==> src/rtl/analyzer_pkg.sv <==
// Shared analyzer definitions: SUMP opcodes and decoder state encoding,
// imported by the command decoder and the controller.
package analyzer_pkg;

    localparam logic [7:0] OP_RESET     = 8'h00;
    localparam logic [7:0] OP_RUN       = 8'h01;
    localparam logic [7:0] OP_ID        = 8'h02;
    localparam logic [7:0] OP_META      = 8'h04;
    localparam logic [7:0] OP_DIVIDER   = 8'h80;
    localparam logic [7:0] OP_TRIG_MASK = 8'hC0;
    localparam logic [7:0] OP_TRIG_VAL  = 8'hC1;

    localparam int LONG_CMD_BIT = 7;

    typedef enum logic [0:0] {
        IDLE = 1'b0,
        ARGS = 1'b1
    } decoder_state;

endpackage

==> src/rtl/command_decoder_idle_timer.sv <==
// Inter-byte idle counter; flags expiry on the last allowed idle cycle.
module idle_timer #(
    parameter int TIMEOUT_CYCLES = 1_000_000,
    parameter int TMR_W          = $clog2(TIMEOUT_CYCLES + 1)
) (
    input  logic clock,
    input  logic ext_reset,
    input  logic clear,
    input  logic enable,
    output logic expired
);

    localparam logic [TMR_W-1:0] LAST_COUNT = TMR_W'(TIMEOUT_CYCLES - 1);

    logic [TMR_W-1:0] count_r;

    // Idle cycle counter, wraps to zero on expiry
    always_ff @(posedge clock or posedge ext_reset) begin
        if (ext_reset) begin
            count_r <= '0;
        end else if (clear) begin
            count_r <= '0;
        end else if (enable) begin
            if (count_r == LAST_COUNT) begin
                count_r <= '0;
            end else begin
                count_r <= count_r + TMR_W'(1);
            end
        end else begin
            count_r <= count_r;
        end
    end

    assign expired = enable && (count_r == LAST_COUNT);

endmodule

==> src/rtl/command_decoder.sv <==
// Assembles SUMP short (1-byte) and long (opcode + 4 LSB-first bytes) commands
// from the UART byte stream; partial long commands are dropped after idle timeout.
module command_decoder
    import analyzer_pkg::*;
#(
    parameter int TIMEOUT_CYCLES = 1_000_000
) (
    input  logic        clock,
    input  logic        ext_reset,
    input  logic [7:0]  rx_data,
    input  logic        rx_valid,
    output logic [7:0]  opcode,
    output logic [31:0] command,
    output logic        cmd_recv_rx,
    output logic        long_cmd,
    output logic        timeout_err,
    output logic        busy
);

    localparam int TMR_W = $clog2(TIMEOUT_CYCLES + 1);

    decoder_state state_r, state_nx_s;
    logic [7:0]   pend_r, pend_nx_s;
    logic [1:0]   idx_r, idx_nx_s;
    logic [31:0]  arg_r, arg_nx_s;
    logic [7:0]   opcode_r, opcode_nx_s;
    logic [31:0]  command_r, command_nx_s;
    logic         long_r, long_nx_s;
    logic         cmd_r, cmd_nx_s;
    logic         to_r, to_nx_s;
    logic         busy_r;
    logic         tmr_clear_s, tmr_enable_s, tmr_expired_s;

    assign tmr_clear_s  = (state_r == IDLE) || rx_valid;
    assign tmr_enable_s = (state_r == ARGS) && !rx_valid;

    idle_timer #(
        .TIMEOUT_CYCLES (TIMEOUT_CYCLES),
        .TMR_W          (TMR_W)
    ) u_idle_timer (
        .clock     (clock),
        .ext_reset (ext_reset),
        .clear     (tmr_clear_s),
        .enable    (tmr_enable_s),
        .expired   (tmr_expired_s)
    );

    // Next-state and output decode; a byte always wins over a same-cycle expiry
    always_comb begin
        state_nx_s   = state_r;
        pend_nx_s    = pend_r;
        idx_nx_s     = idx_r;
        arg_nx_s     = arg_r;
        opcode_nx_s  = opcode_r;
        command_nx_s = command_r;
        long_nx_s    = long_r;
        cmd_nx_s     = 1'b0;
        to_nx_s      = 1'b0;
        case (state_r)
            IDLE: begin
                if (rx_valid) begin
                    if (rx_data[LONG_CMD_BIT]) begin
                        pend_nx_s  = rx_data;
                        idx_nx_s   = 2'd0;
                        state_nx_s = ARGS;
                    end else begin
                        opcode_nx_s  = rx_data;
                        command_nx_s = 32'h0000_0000;
                        long_nx_s    = 1'b0;
                        cmd_nx_s     = 1'b1;
                    end
                end else begin
                    state_nx_s = IDLE;
                end
            end
            ARGS: begin
                if (rx_valid) begin
                    arg_nx_s[{idx_r, 3'b000} +: 8] = rx_data;
                    if (idx_r == 2'd3) begin
                        opcode_nx_s  = pend_r;
                        command_nx_s = {rx_data, arg_r[23:0]};
                        long_nx_s    = 1'b1;
                        cmd_nx_s     = 1'b1;
                        idx_nx_s     = 2'd0;
                        state_nx_s   = IDLE;
                    end else begin
                        idx_nx_s = idx_r + 2'd1;
                    end
                end else if (tmr_expired_s) begin
                    to_nx_s    = 1'b1;
                    idx_nx_s   = 2'd0;
                    state_nx_s = IDLE;
                end else begin
                    state_nx_s = ARGS;
                end
            end
            default: begin
                state_nx_s = IDLE;
                idx_nx_s   = 2'd0;
            end
        endcase
    end

    // State and registered output update
    always_ff @(posedge clock or posedge ext_reset) begin
        if (ext_reset) begin
            state_r   <= IDLE;
            pend_r    <= 8'h00;
            idx_r     <= 2'd0;
            arg_r     <= 32'h0000_0000;
            opcode_r  <= 8'h00;
            command_r <= 32'h0000_0000;
            long_r    <= 1'b0;
            cmd_r     <= 1'b0;
            to_r      <= 1'b0;
            busy_r    <= 1'b0;
        end else begin
            state_r   <= state_nx_s;
            pend_r    <= pend_nx_s;
            idx_r     <= idx_nx_s;
            arg_r     <= arg_nx_s;
            opcode_r  <= opcode_nx_s;
            command_r <= command_nx_s;
            long_r    <= long_nx_s;
            cmd_r     <= cmd_nx_s;
            to_r      <= to_nx_s;
            busy_r    <= (state_nx_s == ARGS);
        end
    end

    assign opcode      = opcode_r;
    assign command     = command_r;
    assign long_cmd    = long_r;
    assign cmd_recv_rx = cmd_r;
    assign timeout_err = to_r;
    assign busy        = busy_r;

endmodule

==> config.mk <==
export PLATFORM = sky130hd
export DESIGN_NAME = command_decoder
export DESIGN_NICKNAME = d
export VERILOG_FILES = /design/src/rtl/analyzer_pkg.sv /design/src/rtl/command_decoder_idle_timer.sv /design/src/rtl/command_decoder.sv
export SDC_FILE = /design/constraint.sdc
export NUM_CORES = 1
export LEC_CHECK = 0
export ABC_AREA = 1
export CORE_AREA = 4 4 93 95
export CTS_BUF_LIST = sky130_fd_sc_hd__clkbuf_4
export DETAILED_ROUTE_END_ITERATION = 16
export DIE_AREA = 0 0 97 99
export PLACE_DENSITY = 0.92
export RECOVER_POWER = 25
export SLEW_MARGIN = 20
export SYNTH_ARGS = -nofsm -noshare
export SYNTH_HDL_FRONTEND = slang
export SYNTH_SLANG_ARGS = --single-unit
export TNS_END_PERCENT = 10
==> constraint.sdc <==
create_clock -name clock -period 4.3 [get_ports clock]
set_input_delay 1.075 -clock clock [delete_from_list [all_inputs] [get_ports clock]]
set_output_delay 1.075 -clock clock [all_outputs]
set_load 0.02 [all_outputs]
== Yosys cells after proc, flatten, opt, wreduce, memory -nomap -nowiden ==
Cells that the tools add are included.
Operators by class
  add/subtract/negate cells: 3
  equal/unequal tests: 8
  shift-type cells: 2
  multiplexer cells: 39
  bitwise operators: 1
  reductions and logical operators: 9
Operator list (number)
  32-bit two-way mux: 4
  32-bit case mux with 2 select lines: 1
  20-bit two-way mux: 3
  32-bit bitwise mux: 1
  8-bit two-way mux: 4
  8-bit by 7-bit variable shift with 32-bit output, first input constant: 1
  8-bit by 7-bit variable part select with 32-bit output: 1
  20-bit by 1-bit adder with 20-bit output, second input constant: 1
  20-bit equality test, second input constant: 1
  1-bit two-way mux: 16
  8-bit case mux with 2 select lines: 1
  2-bit two-way mux: 5
  2-bit != test, second input constant: 4
  5-bit negation with 7-bit output: 1
  1-bit case mux with 2 select lines: 3
  3-bit AND reduction: 2
  2-bit case mux with 2 select lines: 1
  4-bit AND reduction: 1
  3-bit by 2-bit != test with 1-bit output, second input constant: 1
  2-bit by 1-bit adder with 2-bit output, second input constant: 1
  2-bit equality test, second input constant: 1
  1-bit logical AND: 2
  2-bit by 1-bit != test with 1-bit output, second input constant: 1
  2-bit AND reduction: 1
  4 further kinds: 4
Storage, ports and cells
  flip-flop bits (word level): 106
  input bits: 11
  output and inout bits: 44
  word-level logic and storage cells: 72

== Longest topological paths before layout ==
Gate-level depths: netlist of the first run.
  depth in word-level cells: 6
  mapped depth: 9
  mapped depth without buffers: 9

== Modules after synthesis ==
From an unflattened synthesis of the first run, not the netlist that was laid out.
Unflattened totals
  cell total of the unflattened synthesis: 595
  area total of the unflattened synthesis: 4887.2 sq um
By module, submodules not included
  command_decoder: times used 1, cells an instance 400, area each 3494.6 sq um, sequential area each 1951.9 sq um
  idle_timer: times used 1, cells an instance 195, area each 1392.6 sq um, sequential area each 500.5 sq um

== Worst setup path before layout of the first run ==
No wires, ideal clock.
  path kind: input-to-reg
  from: input port rx_data[7]
  to: register command_r[10], in the netlist command[10]
  library setup time: 0.130 ns
  data arrival time: 1.684 ns
  data required time: 4.170 ns
  setup slack: 2.485 ns
  stages on the path: 5
  path buffers: 1
  cell sequence: inv_1 > nand3_2 > buf_1 > nand3_1 > o21ai_1
Between the ends
  word-level cells in the longest chain between the ends: 2
RTL lines
  start: declaration: RTL line command_decoder.sv:10  | input logic [7:0] rx_data,
  2-bit != test (no source line)
  4-bit AND reduction (no source line)
  end signal: assignment: RTL line command_decoder.sv:123  | command_r <= command_nx_s;
  end: declaration: RTL line command_decoder.sv:27  | logic [31:0] command_r, command_nx_s;
Every way passes these cells.
A chain may end at the register's enable or synchronous reset.

==> metrics.cfg, run 1 <==
[status]
status = finished with violations
violations = max-capacitance violations, max-slew violations

[place]
hpwl_um = 6700
dp_cells = 628
io_buffers = 54
gp_congestion = 0.882

[routing]
ant_nets = 0
routed_via_density = 5.42
wl_um = 9330
route.detailed.drc = 0
vias = 3491
dr.pass1.iters = 5
first_iter_violations = 244
wl_per_cell_um = 14.5

[sta]
worst_pin_slew_ns = 2.29
finalHoldViolations = 0
finClkSkew_ns = 0.00661
fin_crit_sh = 0.729
tns_ns = 0
finalSetupViolCount = 0
rsz0062_at_grt = false
drv_slew = 99
fin_crit_ns = 3.13
fmax_mhz = 319
relSlewSlack = -0.530

[setup_path]
crit_buf_inv = 3
cp_max_fo = 98
criticalPathCategory = primary input to async pin
critPathMaxStageDelay_ns = 1.61
crit_family = buffers and inverters
reg2reg_slack_ns = 2.05
cp-end-kind = async pin
r2r_cells = 6
required_ns = 4.40
path_cells = clkdlybuf4s50_1 -> clkinvlp_2 -> clkbuf_2
critPathArrivalTime_ns = 3.23
worst-path-stages = 3
cp_slowest_cell = clkbuf_2
start_kind = primary input

[min_path]
min_path_cells = 2
hold_path_class = flip-flop to flip-flop

[clock_tree]
cts-root-buf = clkbuf_4
cts_sinks = 98
cts_buffer_depth = 2
hold_buffers = 0
cts_made_buffers = 9
clock_latency_ns = 0.43
clk_pin_slew_ns = 0.14
ctsResizeCount = 0
h-tree-depth = 3
cts_tree = built
post_cts_buffers = 0

[synth]
synth_edf_count = 0
yosys.area.top_type = dfrtp_1
synthesis.nets = 505
synth.distinct_cells = 28
syn-cell-area_um2 = 4350
yosys_warnings = 0
synth_seq_cells = 98
synthCells = 488
synth_common_cells = dfrtp_1, nand2_1, nand3_1, nor2_1, inv_1
ys_async_sr_fraction = 1.00
synth_ff_type = dfrtp_1
yosysMostFrequentCell = dfrtp_1
synth_top_area_frac = 0.564
synth.yosys.seq_area_share = 0.564
syn_avg_cell_area_um2 = 8.91
netlist_top_cells_area = dfrtp_1, nand3_1, nand2_1

[grt]
grt_pass1_wl_um = 16300
grt_overflow = 0
track_usage = 0.207
grt_pass1_vias = 3528
antenna_found_initial = 0
grt_max_degree = 99

[pwr]
power.density_nw_per_um2 = 544
ir_worst_vdd_mv = 0.332
p_leak_nw = 2.23

[cells_and_area]
layout-drive-gt1-share = 0.0664
n_fill_cell = 579
stdcell_count = 644
antenna_cells = 0
area_growth_syn_to_layout_pct = 16.5
nNetsFinal = 554

[floorplanning]
fp.dieW_um = 97
io_pins = 55
core_area_um2 = 7730
row_count = 32
die_area_um2 = 9600
die_y_um = 99
start_util = 0.563

[flow_run]
drv_cap = 1

[final timing paths]
kind / from / to
worst min register to register: pend_r[7]$_DFFE_PP0P_ / pend_r[7]$_DFFE_PP0P_
min in group asynchronous: ext_reset / command[16]$_DFFE_PP0P_
worst max register to register: busy$_DFF_PP0_ / command[26]$_DFFE_PP0P_
max in group clock: busy$_DFF_PP0_ / busy
worst min-delay path: pend_r[7]$_DFFE_PP0P_ / pend_r[7]$_DFFE_PP0P_
worst max-delay path: ext_reset / u_idle_timer.count_r[5]$_DFF_PP0_
[layout make-up]
class / instances / area, µm² / share of cell area
sequential: 98 / 2450 / 0.484
inverter: 60 / 229 / 0.0452
multi-input combinational: 312 / 1550 / 0.305
timing repair buffer: 56 / 553 / 0.109
clock buffer: 9 / 67.6 / 0.0133
clock inverter: 7 / 91.3 / 0.0180
tap: 102 / 128 / 0.0252
[where the power goes]
group | internal (mW) | switching (mW)
sequential | 1.15 | 0.143
combinational | 0.346 | 0.584
clock | 0.235 | 0.295
[routing by layer]
metal | global-route usage | wire length (µm) | vias up
met2 | 0.340 | 4550 | 145
met4 | 0.0853 | 171 | 0
met5 | 0 | 0 | -
met1 | 0.273 | 4000 | 1655
li1 | - | - | 1674
met3 | 0.0368 | 605 | 17
[logic make-up after synthesis]
group | after synthesis | share of synthesized area
xor gates and xnor gates | 8 | 0.0161
and+or+nand+nor | 214 | 0.224
AOI/OAI and AO/OA | 84 | 0.0987
DFF | 98 | 0.564
buffers and inverters | 78 | 0.0806
adders and majority gates | 6 | 0.0173
[placed cells by master (no fill, tap or decap)]
cell	n
o21ai_1	30
nand2_4	2
xnor2_1	3
bufinv_16	2
inv_4	1
xor2_1	5
dfrtp_1	98
clkinv_2	3
inv_1	56
nand2_2	4
a21oi_1	3
nor2_4	4
nor2_2	2
nand2_1	65
nand3_2	1
nor2_1	61
inv_2	2
a31oi_1	7
clkdlybuf4s50_1	54
clkbuf_2	1
clkinvlp_4	1
buf_4	1
o21ai_0	44
nand3_1	65
clkbuf_4	9
inv_6	1
clkinvlp_2	1
nor2b_1	1
ha_1	6
nor3_1	6
nand4_1	2
nor3_2	1
[worst min-delay path: cells and delay by family (launching register included)]
family | cells | cell delay (ns)
AO/OA/AOI/OAI | 1 | 0.06
buffers and inverters | 1 | 0.04
flip-flops | 1 | 0.35
[through the flow]
step | hold slack (ns) | total power, mW | setup slack [ns] | instance area, µm² | utilization
finish | 0.475 | 2.76 | 1.17 | 5070 | 0.656
floorplan | 0.427 | 1.87 | 0.663 | 4350 | -
CTS | 0.479 | 2.77 | 1.22 | 5080 | 0.658
global route | 0.527 | 2.93 | 0.636 | 5070 | 0.656
detailed placement | 0.448 | 2.24 | 1.22 | 4920 | 0.637
global placement | 0.444 | 2.18 | 1.31 | 4920 | 0.637
[sequential cells by signal, summed over array words and instances (netlist names)]
signal,flops
arg_r,24
busy,1
cmd_recv_rx,1
command,32
idx_r,2
long_cmd,1
opcode,8
pend_r,8
timeout_err,1
u_idle_timer.count_r,20
Note: power is estimated with default switching activity, not from simulation.
==> run 2: changes to the inputs <==
==> constraint.sdc (replaced) <==
create_clock -name clock -period 2.9 [get_ports clock]
set_input_delay 0.725 -clock clock [delete_from_list [all_inputs] [get_ports clock]]
set_output_delay 0.725 -clock clock [all_outputs]
set_load 0.02 [all_outputs]
==> run 2 against run 1 <==
  * The run now ends clean
  * Clock power is 19% higher
  * Hold slack better by 0.015 ns
  * Combinational power is 52% higher
  * Cell count is 0.16% higher
  * Wire length hardly changed
  * Critical path depth is 2 lower
  * Non-clock buffer count is 2 higher
  * First-iteration DRC count is 29% lower
  * Via count is 0.20% higher
  * Flip-flop and latch count stayed put
  * Worst setup slack worse by 0.50 ns
  * Critical endpoint is now opcode[7]
  * Largest power group unchanged
  * Highest routed layer unchanged
==> metrics.cfg, run 2 (synthesis gave the netlist of run 1 again) <==
[grt]
grt_overflow = 0  ; unchanged
track_usage = 0.206  ; -0.000873
grt_pass1_wl_um = 16300  ; unchanged
antenna_found_initial = 0  ; unchanged
grt_pass1_vias = 3544  ; +0.45%
grt_max_degree = 99  ; unchanged

[clock_tree]
post_cts_buffers = 0  ; unchanged
clock_latency_ns = 0.45  ; +0.02 ns
cts_sinks = 98  ; unchanged
hold_buffers = 0  ; unchanged
clk_pin_slew_ns = 0.15  ; about the same
h-tree-depth = 3  ; unchanged
cts_tree = built
cts_buffer_depth = 2  ; unchanged
cts_made_buffers = 9  ; unchanged
ctsResizeCount = 0  ; unchanged
cts-root-buf = clkbuf_4

[cells_and_area]
n_fill_cell = 606  ; +4.7%
fin_util = 0.654  ; -0.00211
antenna_cells = 0  ; unchanged
largest_register_ffs = 32  ; unchanged
area_growth_syn_to_layout_pct = 16.1
seqCellArea_um2 = 2450  ; unchanged
layout_common_cells = dfrtp_1, nand2_1, nand3_1
nNetsFinal = 556  ; +0.36%
layout_commonest_cell = dfrtp_1
layout-drive-gt1-share = 0.0681  ; +0.00172
multi_input_area_um2 = 1550  ; unchanged

[setup_path]
cp_slowest_cell = clkdlybuf4s50_1
reg2reg_to = arg_r[4]$_DFFE_PP0P_
r2r-start = idx_r[0]$_DFFE_PP0P_
crit_family = buffers and inverters
r2r_cells = 6  ; unchanged
crit_buf_inv = 1  ; -2
cp_max_fo = 2  ; -98%
critPathMaxStageDelay_ns = 0.63  ; -0.98 ns
critPathArrivalTime_ns = 1.51  ; -1.72 ns
cp-end-kind = output pin
criticalPathCategory = flip-flop to output pin
required_ns = 2.17  ; -2.23 ns
start_kind = flip-flop
path_cells = clkdlybuf4s50_1
reg2reg_slack_ns = 1.08  ; -0.97 ns

[routing]
routed_via_density = 5.42  ; about the same
wl_met1_um = 4080  ; +2.0%
wl_per_cell_um = 14.5  ; -0.23%
wl_um = 9320  ; about the same
top_layer = met4
vias = 3498  ; +0.20%
wl_met2_um = 4510  ; -0.95%
met3WireLength_um = 529  ; -13%
dr.pass1.iters = 5  ; unchanged
first_iter_violations = 174  ; -29%
route.detailed.drc = 0  ; unchanged
ant_nets = 0  ; unchanged

[sta]
worst_pin_slew_ns = 1.26  ; -1.03 ns
tns_ns = 0  ; unchanged
finalHoldViolations = 0  ; unchanged
fmax_mhz = 447
fin_crit_sh = 0.772
finClkSkew_ns = 0.0187  ; +0.0121 ns
relSlewSlack = 0.159  ; +0.688
drv_slew = 0  ; -100%
rsz0062_at_grt = false
finalSetupViolCount = 0  ; unchanged
fin_crit_ns = 2.24

[flow_run]
drv_cap = 0  ; -1

[pwr]
ir_worst_vdd_mv = 0.514  ; +55%
power.density_nw_per_um2 = 776  ; +43%
p_leak_nw = 2.22  ; -0.50%

[min_path]
hold_start = pend_r[7]$_DFFE_PP0P_
min_path_cells = 2  ; unchanged
min_to = pend_r[7]$_DFFE_PP0P_
hold_path_class = flip-flop to flip-flop

[place]
io_buffers = 54  ; unchanged
gp_congestion = 0.882  ; about the same
hpwl_um = 6660  ; -0.54%

[floorplanning]
die_area_um2 = 9600  ; unchanged
io_pins = 55  ; unchanged
die_y_um = 99  ; unchanged
start_util = 0.563  ; unchanged
row_count = 32  ; unchanged
fp.dieW_um = 97  ; unchanged
core_area_um2 = 7730  ; unchanged

[status]
status = finished, final reports clean

-- run 2: worst max path at each step --
stage                                startpoint  slack (ns)  depth (start not counted)                      end
after global placement                 rx_valid        0.60                          7    opcode[7]$_DFFE_PP0P_
final                     opcode[7]$_DFFE_PP0P_        0.66                          1                opcode[7]
after global routing      opcode[7]$_DFFE_PP0P_        0.62                          1                opcode[7]
after floorplan                       ext_reset        1.01                          1     arg_r[0]$_DFFE_PP0P_
after detailed placement               rx_valid        0.52                          7  command[25]$_DFFE_PP0P_
after CTS                 opcode[7]$_DFFE_PP0P_        0.64                          1                opcode[7]
-- run 2: through the flow --
stage | std cells | area, µm² | hold WS, ns | setup WS (ns) | total power [mW]
floorplan | 488 | 4350 | 0.427 | 1.01 | 2.77
detailed placement | 630 | 4950 | 0.458 | 0.517 | 3.32
finish | 645 | 5050 | 0.490 | 0.662 | 3.92
global route | 645 | 5050 | 0.512 | 0.618 | 4.20
CTS | 645 | 5060 | 0.488 | 0.645 | 3.95
global placement | 630 | 4950 | 0.453 | 0.597 | 3.25
-- run 2: metal layers --
| layer | GRT usage | vias to the layer above |
|---|---|---|
| li1 | - | 1689 |
| met1 | 0.271 | 1672 |
| met2 | 0.337 | 118 |
| met3 | 0.0340 | 19 |
| met4 | 0.0961 | 0 |
| met5 | 0 | - |
-- run 2: power breakdown --
part | switching, mW | leakage [nW] | total (mW) | internal [mW]
clock | 0.454 | 0.0586 | 0.629 | 0.175
sequential | 0.178 | 1.31 | 1.89 | 1.71
combinational | 0.882 | 0.855 | 1.41 | 0.525
total | 1.51 | 2.22 | 3.92 | 2.41
-- run 2: layout make-up --
| type | instances | area share |
|---|---|---|
| clock buffers | 9 | 0.0134 |
| repair buffers | 58 | 0.115 |
| well taps | 102 | 0.0253 |
| flip-flops and latches | 98 | 0.486 |
| inverters | 60 | 0.0458 |
| clock inverters | 6 | 0.00842 |
| multi-input cells | 312 | 0.306 |
